[src/rtl/color_change_detector_n.sv]
// Debounced colour-change detector: locks the lowest-set colour after HOLD_CYCLES
// stable enabled samples, pulses NewColor per lock change, and counts changes.
module color_change_detector_n #(
    parameter int NUM_COLORS  = 3,
    parameter int HOLD_CYCLES = 2,
    parameter int CNT_WIDTH   = 8,
    parameter int REG_OUT     = 0,
    localparam int IDX_W = (NUM_COLORS > 1) ? $clog2(NUM_COLORS) : 1,
    localparam int RUN_W = $clog2(HOLD_CYCLES + 1)
) (
    input  logic                  Clock,
    input  logic                  Reset,
    input  logic [NUM_COLORS-1:0] Color,
    input  logic                  Enable,
    input  logic                  ClearCount,
    output logic                  NewColor,
    output logic [IDX_W-1:0]      ColorIdx,
    output logic                  ColorValid,
    output logic [CNT_WIDTH-1:0]  ChangeCount,
    output logic                  Saturated
);

    typedef enum logic [1:0] {WHITE, LOCKED, QUAL} state_t;

    state_t           state;
    logic [IDX_W-1:0] cand;
    logic [RUN_W-1:0] run;
    logic [RUN_W-1:0] run_inc;
    logic [IDX_W-1:0] act_idx;
    logic             act_any;
    logic             qualify;

    // Lowest set bit wins; scanning downward leaves the lowest index last.
    always_comb begin
        act_any = |Color;
        act_idx = '0;
        for (int i = NUM_COLORS - 1; i >= 0; i--)
            if (Color[i]) act_idx = IDX_W'(i);
    end

    always_comb begin
        qualify = 1'b0;
        run_inc = run + RUN_W'(1);
        if (Enable && !Reset && act_any) begin
            case (state)
                WHITE:   qualify = (HOLD_CYCLES == 1);
                LOCKED:  qualify = (HOLD_CYCLES == 1) && (act_idx != ColorIdx);
                QUAL:    qualify = (act_idx == cand) && (run_inc == RUN_W'(HOLD_CYCLES));
                default: qualify = 1'b0;
            endcase
        end
    end

    always_ff @(posedge Clock or posedge Reset) begin
        if (Reset) begin
            state       <= WHITE;
            cand        <= '0;
            run         <= '0;
            ColorIdx    <= '0;
            ColorValid  <= 1'b0;
            ChangeCount <= '0;
        end else begin
            if (Enable) begin
                if (qualify) begin
                    ColorIdx   <= act_idx;
                    ColorValid <= 1'b1;
                    state      <= LOCKED;
                    run        <= '0;
                end else begin
                    case (state)
                        WHITE: if (act_any) begin
                            state <= QUAL;
                            cand  <= act_idx;
                            run   <= RUN_W'(1);
                        end
                        LOCKED: if (!act_any) begin
                            state      <= WHITE;
                            ColorValid <= 1'b0;
                        end else if (act_idx != ColorIdx) begin
                            state <= QUAL;
                            cand  <= act_idx;
                            run   <= RUN_W'(1);
                        end
                        QUAL: if (!act_any) begin
                            state      <= WHITE;
                            ColorValid <= 1'b0;
                            run        <= '0;
                        end else if (act_idx == cand) begin
                            run <= run_inc;
                        end else if (ColorValid && act_idx == ColorIdx) begin
                            state <= LOCKED;
                            run   <= '0;
                        end else begin
                            cand <= act_idx;
                            run  <= RUN_W'(1);
                        end
                        default: state <= WHITE;
                    endcase
                end
            end
            // Clear wins over the old value but a coincident qualification still counts.
            if (ClearCount)
                ChangeCount <= qualify ? CNT_WIDTH'(1) : '0;
            else if (qualify && !(&ChangeCount))
                ChangeCount <= ChangeCount + CNT_WIDTH'(1);
        end
    end

    assign Saturated = &ChangeCount;

    generate
        if (REG_OUT != 0) begin : g_reg
            logic nc_q;
            always_ff @(posedge Clock or posedge Reset) begin
                if (Reset) nc_q <= 1'b0;
                else       nc_q <= qualify;
            end
            // A pending pulse is dropped, not deferred, if Enable falls.
            assign NewColor = nc_q & Enable;
        end else begin : g_mealy
            assign NewColor = qualify;
        end
    endgenerate

endmodule

[config.mk]
export PLATFORM = sky130hd
export DESIGN_NAME = color_change_detector_n
export DESIGN_NICKNAME = d
export VERILOG_FILES = /design/src/rtl/color_change_detector_n.sv
export SDC_FILE = /design/constraint.sdc
export NUM_CORES = 1
export LEC_CHECK = 0
export CAP_MARGIN = 40
export CORE_MARGIN = 1
export CORE_UTILIZATION = 55
export CTS_CLUSTER_DIAMETER = 100
export DETAILED_ROUTE_END_ITERATION = 8
export GPL_ROUTABILITY_DRIVEN = 1
export GPL_TIMING_DRIVEN = 0
export PLACE_DENSITY = 0.84
export SLEW_MARGIN = 20
export SYNTH_ARGS = -nofsm -noshare
export SYNTH_HDL_FRONTEND = slang
export SYNTH_SLANG_ARGS = --single-unit
[constraint.sdc]
create_clock -name Clock -period 5.1 [get_ports Clock]
set_input_delay 1.02 -clock Clock [delete_from_list [all_inputs] [get_ports Clock]]
set_output_delay 1.02 -clock Clock [all_outputs]
set_load 0.005 [all_outputs]
==> results.toml, run 1 <==
[grt]
first_global_vias = 985
global_route_wire_length_before_repair_mm = 4.30
total_track_usage_pct = 23.5
antenna_found_initial = 0
grt_start_max_net_pins = 19
globalRouteOverflowTotal = 0

[worst_setup_path]
worstSetupStartpoint = "Reset"
worst_path_dominant_cell_family = "buffers and inverters"
signal_arrival_time_at_the_worst_endpoint_ps = 3180
cell_with_the_largest_stage_delay_on_the_worst_path = "inv_1"
reg2reg_from = "ChangeCount[0]"
flop2flop_setup_slack_ps = 3190
crit_path_max_incr_delay_ps = 510
cp_max_fo = 18
cp.required_ps = 4080
reg2reg_to = "ChangeCount[6]"
setup.worst_path.start_class = "input port"
crit_type = "in -> out"
cp-end-kind = "primary output"
crit_chain = "clkdlybuf4s50_1 -> inv_1 -> and3_2 -> nand3_2 -> buf_6 -> inv_1 -> clkdlybuf4s50_1"
worstPathBufferInverterCount = 5
reg2reg_depth = 8

[sta]
fin_crit_sh_pct = 82.4
clock_skew_ps = 0.705
timing.max_slew.rel_slack_pct = 54.0
max_freq_mhz = 238
finalSetupViolations = 0
post-route-min-period_ps = 4200
final_slew_viol_count = 0
setup_total_negative_slack_ps = 0
rsz0062_at_grt = "false"
timing_worst_slew_pin_value_ps = 689
final_number_of_hold_violating_endpoints = 0

[yosys]
edff_count_synth = 0
top_cell_types_by_occurrence_after_synthesis = "17 x dfrtp_1, 15 x nor2_1, 13 x nand2_1"
mappedNetlistNets = 139
synth.cell_area_um2 = 1180
postSynthAreaPerCell_um2 = 9.40
synthDominantCellAreaShare_pct = 35.9
netlist_top_cells_area = "dfrtp_1 36%, ha_1 6.3%, nor2_1 4.8%, nand2_1 4.1%, o21ai_0 3.0%"
postSynthRegisterBits = 17
yosysMostFrequentCell = "dfrtp_1"
synth_largest_area_cell = "dfrtp_1"
number_of_warnings_reported_in_the_yosys_synthesis_log = 0
number_of_standard_cells_after_synthesis = 126
ys.flop_type = "dfrtp_1"
synth-async-reset-ratio_pct = 100
synth.distinct_cells = 45
yosysSeqAreaShare_pct = 35.9

[detailed_routing]
detail-route-antenna-nets = 0
detailedRoute.firstIterationViolations = 22
route.detailed.vias_per_inst = 5.79
drc = 0
detail_route.wirelength_mm = 2.53
drt_pass1_iterations = 4
routed-via-count = 1007
wire_per_inst_um = 14.5

[layout]
drive_gt1_share_pct = 14.3
finish.cell_count_without_fillers = 174
antenna-diode-count = 0
layout.nets = 161
syn2layout_area_growth_pct = 19.5
num-fill-cells = 171
layout_utilization_pct = 70.8

[place]
dpl.hpwl_mm = 1.87
number_of_port_buffers = 17
routabilityCongestion = 0.946
placedCellCount = 170

[floorplanning]
start_util_pct = 59.2
num_rows = 16
die_area_um2 = 2340
pin_count = 20
die_w_um = 48.4
dieHeight_um = 48.4
core-area_um2 = 2000

[clock_network]
cts.htree.levels = 1
post_cts_clock_slew_at_the_launch_and_capture_registers_of_the_worst_setup_and_hold_paths_ps = 100
postCtsHoldBufs = 0
post_cts.resized_instances = 0
postCtsSetupBuffers = 0
tritoncts_num_sinks = 17
cts-root-to-sink-buffers = 2
ctsRootBufferMaster = "clkbuf_4"
tritoncts = "built"
worstSkewPairLatency_ps = 300
tritoncts.num_buffers = 3

[pwr]
power.total_uw = 431
total_leakage_power_nw = 0.633
vdd.ir_drop.worst_uv = 201
powerDensity_nw_per_um2 = 304

[hold_path]
hold_class = "reg -> reg"
hold-path-endpoint = "ColorValid"
hold_path_startpoint = "ColorValid"
hold_depth = 2

[status]
run_status = "finished, final reports clean"

[flow_run]
max_cap_violations = 0
-- power by group --
part	total (mW)	leakage [nW]	internal, mW	switching [mW]
clock	0.0753	0.0177	0.0293	0.0460
combinational	0.170	0.386	0.0852	0.0846
sequential	0.186	0.230	0.159	0.0268
total	0.431	0.633	0.274	0.157
-- cell usage in the layout, fill, tap and decap left out, types with 2 or more instances in the layout --
cell / count
nand3b_1: 2
clkbuf_4: 3
ha_1: 6
nor2_1: 15
o21ai_0: 7
inv_1: 8
and3_1: 2
xor2_1: 4
a211o_1: 2
buf_6: 3
a21boi_0: 3
xnor2_1: 2
mux2i_1: 2
nand2_1: 13
a21oi_1: 3
nand3_1: 3
nand4_1: 4
dfrtp_1: 17
clkdlybuf4s50_1: 17
and4bb_1: 2
nand3_2: 2
-- worst max path at each step --
stage / end / slack (ps) / cells after the start
2_1_floorplan: NewColor / 2050 / 5
3_3_place_gp: NewColor / 890 / 7
3_5_place_dp: NewColor / 870 / 7
4_1_cts: NewColor / 850 / 7
5_1_grt: NewColor / 680 / 7
6_report: NewColor / 900 / 7
-- per-stage QoR --
step	hold WS [ps]	setup WS (ps)	cell area [um^2]
6_report	551	897	1420
2_1_floorplan	484	2050	1180
5_1_grt	561	682	1420
3_3_place_gp	516	893	1390
4_1_cts	560	846	1420
3_5_place_dp	538	873	1390
-- cell families after synthesis --
kind of cell	count (synthesis)	synth area share, %
simple gates	58	30.7
compound gates	24	13.9
flops	17	35.9
buf+inv	12	5.70
xor+xnor	6	4.44
fa+ha+maj	6	6.34
mux	3	2.96
-- registers in the layout (all words and copies together) (netlist names) --
register,count
ColorValid,1
run,2
cand,2
ChangeCount,8
ColorIdx,2
state,2
-- cell type report --
cell class | count | area [um^2] | share of cell area, %
sequential | 17 | 425 | 30.0
multi-input combinational | 97 | 692 | 48.9
buffer | 4 | 37.5 | 2.65
timing repair buffer | 17 | 170 | 12.0
inverter | 8 | 30.0 | 2.12
clock inverter | 1 | 5.00 | 0.353
tap | 27 | 33.8 | 2.39
clock buffer | 3 | 22.5 | 1.59
-- metal layers --
metal,global-route usage (%),wire length [um],vias up
li1,-,-,490
met1,27.8,1110,485
met2,43.2,1240,27
met3,1.89,126,5
met4,10.3,44,0
met5,0,0,-
-- worst min-delay path: stages (launching register included) --
cell and delay, ps:
dfrtp_1 380, o21ai_0 80, o21ai_0 60
No activity file was read; power rests on OpenSTA's default activity.
==> run 2, diff against run 1 <==
--- a/config.mk
+++ b/config.mk
@@ -7,12 +7,12 @@
 export LEC_CHECK = 0
 export CAP_MARGIN = 40
 export CORE_MARGIN = 1
-export CORE_UTILIZATION = 55
+export CORE_UTILIZATION = 47
 export CTS_CLUSTER_DIAMETER = 100
 export DETAILED_ROUTE_END_ITERATION = 8
 export GPL_ROUTABILITY_DRIVEN = 1
 export GPL_TIMING_DRIVEN = 0
-export PLACE_DENSITY = 0.84
+export PLACE_DENSITY = 0.77
 export SLEW_MARGIN = 20
 export SYNTH_ARGS = -nofsm -noshare
 export SYNTH_HDL_FRONTEND = slang
==> constraint.sdc (replaced) <==
create_clock -name Clock -period 3.74 [get_ports Clock]
set_input_delay 0.748 -clock Clock [delete_from_list [all_inputs] [get_ports Clock]]
set_output_delay 0.748 -clock Clock [all_outputs]
set_load 0.005 [all_outputs]
==> run 2 against run 1 <==
Compared with the run above:
- non-clock buffer count is the same
- core utilization shrank 8.9 points
- clock power up 37%
- register-to-register slack got worse by 1300 ps
- combinational power increased by 34%
- via count fell by 1.7%
- critical path depth stayed put
- design area up 0.26%
- clock-buffer cell count is 1 higher
- largest power group unchanged
- highest routed layer unchanged
==> results.toml, run 2 (same netlist as run 1, synthesis figures left out) <==
[status]
run_status = "finished, final reports clean"

[layout]
drive_gt1_share_pct = 14.3
num-fill-cells = 195
antenna-diode-count = 0
layout_utilization_pct = 61.8
syn2layout_area_growth_pct = 19.9
seqCellArea_um2 = 425
multiInputGateArea_um2 = 692
largest_register_ffs = 8
layout.nets = 161
mostFrequentLayoutCells = "17 x dfrtp_1, 17 x clkdlybuf4s50_1, 15 x nor2_1"
registers.top_by_ff_count = "ChangeCount"

[clock_network]
tritoncts.num_buffers = 3
cts-root-to-sink-buffers = 2
cts.htree.levels = 1
postCtsSetupBuffers = 0
tritoncts = "built"
postCtsHoldBufs = 0
post_cts_clock_slew_at_the_launch_and_capture_registers_of_the_worst_setup_and_hold_paths_ps = 100
tritoncts_num_sinks = 17
post_cts.resized_instances = 0
worstSkewPairLatency_ps = 300
ctsRootBufferMaster = "clkbuf_4"

[flow_run]
max_cap_violations = 0

[sta]
timing_worst_slew_pin_value_ps = 400
rsz0062_at_grt = "false"
timing.max_slew.rel_slack_pct = 73.3
clock_skew_ps = 2.59
setup_ws_ps = 207
post-route-min-period_ps = 3530
fin_crit_sh_pct = 94.5
final_slew_viol_count = 0
final_number_of_hold_violating_endpoints = 0
setup_total_negative_slack_ps = 0
finalSetupViolations = 0
max_freq_mhz = 283

[floorplanning]
die_w_um = 52.2
dieHeight_um = 52.2
num_rows = 17
core-area_um2 = 2300
start_util_pct = 51.6
pin_count = 20
die_area_um2 = 2730

[worst_setup_path]
crit_path_max_incr_delay_ps = 500
crit_type = "in -> out"
worstPathBufferInverterCount = 5
cp.required_ps = 2990
path_common_cell = "clkdlybuf4s50_1"
reg2reg_depth = 8
signal_arrival_time_at_the_worst_endpoint_ps = 2790
worst_path_dominant_cell_family = "buffers and inverters"
setup.worst_path.start_class = "input port"
cp-end-kind = "primary output"
cell_with_the_largest_stage_delay_on_the_worst_path = "clkdlybuf4s50_1"
cp_max_fo = 18
crit_chain = "clkdlybuf4s50_1 -> clkinvlp_4 -> and3_2 -> nand3_2 -> buf_6 -> inv_1 -> clkdlybuf4s50_1"
worst-path-stages = 7

[grt]
total_track_usage_pct = 20.7
grt_start_max_net_pins = 19
global_route_wire_length_before_repair_mm = 4.06
antenna_found_initial = 0
first_global_vias = 923
globalRouteOverflowTotal = 0

[place]
routabilityCongestion = 0.780
dpl.hpwl_mm = 1.79
dp_worst_setup_slack_ps = 14.3
number_of_port_buffers = 17

[detailed_routing]
detail-route-antenna-nets = 0
detailedRoute.firstIterationViolations = 24
wire_per_inst_um = 13.7
detail_route.wirelength_mm = 2.39
drt_pass1_iterations = 4
routed-via-count = 990
drc = 0
route.detailed.vias_per_inst = 5.66

[pwr]
powerDensity_nw_per_um2 = 409
vdd.ir_drop.worst_uv = 274
total_leakage_power_nw = 0.625

[hold_path]
hold_depth = 2
hold_class = "reg -> reg"
run 2: cell count changes in the layout (fill, tap and decap cells not counted):
cell | before | now
inv_1 | 8 | 7
clkinvlp_4 | 0 | 1
clkbuf_1 | 0 | 1
clkinv_2 | 1 | 0
run 2: final timing paths:
kind / slack [ps] / from / end
worst max-delay path: 210 / Reset / NewColor
worst min-delay path: 560 / ColorIdx[1] / ColorIdx[1]
worst max register to register: 1850 / ChangeCount[0] / ChangeCount[3]
worst min register to register: 560 / ColorIdx[1] / ColorIdx[1]
max in group asynchronous: 2710 / Reset / ChangeCount[5]
min in group asynchronous: 780 / Reset / ColorIdx[0]
run 2: stage by stage:
| stage | instances | hold slack, ps | total power [mW] | instance area (um^2) |
|---|---|---|---|---|
| after floorplan | 126 | 484 | 0.408 | 1180 |
| after global placement | 171 | 516 | 0.473 | 1390 |
| after detailed placement | 171 | 533 | 0.481 | 1390 |
| after CTS | 175 | 556 | 0.585 | 1420 |
| after global routing | 175 | 569 | 0.632 | 1420 |
| final | 175 | 557 | 0.581 | 1420 |
run 2: report_power, final:
part           switching [mW]  internal [mW]
sequential             0.0346          0.217
combinational           0.110          0.117
clock                  0.0615         0.0416
total                   0.206          0.375
run 2: final cells by class:
class	instances	share of cell area (%)
inverters	8	2.38
clock buffers	4	1.85
plain buffers	4	2.64
repair buffers	17	12.0
well taps	28	2.47
multi-input cells	97	48.7
flip-flops and latches	17	30.0
run 2: per-layer routing:
layer	track usage [%]	up-vias	wire length [um]
li1	-	489	-
met1	28.8	471	1150
met2	31.4	25	1090
met3	3.48	5	103
met4	9.21	0	46
met5	0	-	0
run 2: worst register-to-register path: stages, from the launching register on:
cell and delay, ps:
dfrtp_1 450, ha_1 260, nand2_1 120, nor3_4 260, and4b_1 250, buf_6 130
nand4_1 90, xor2_1 150, nor2_1 60
==> run 3, diff against run 2 <==
--- a/config.mk
+++ b/config.mk
@@ -5,7 +5,7 @@
 export SDC_FILE = /design/constraint.sdc
 export NUM_CORES = 1
 export LEC_CHECK = 0
-export CAP_MARGIN = 40
+export CAP_MARGIN = 15
 export CORE_MARGIN = 1
 export CORE_UTILIZATION = 47
 export CTS_CLUSTER_DIAMETER = 100
==> results of run 3 <==
Same layout as run 2: the final DEF is identical, and so are final timing and power.
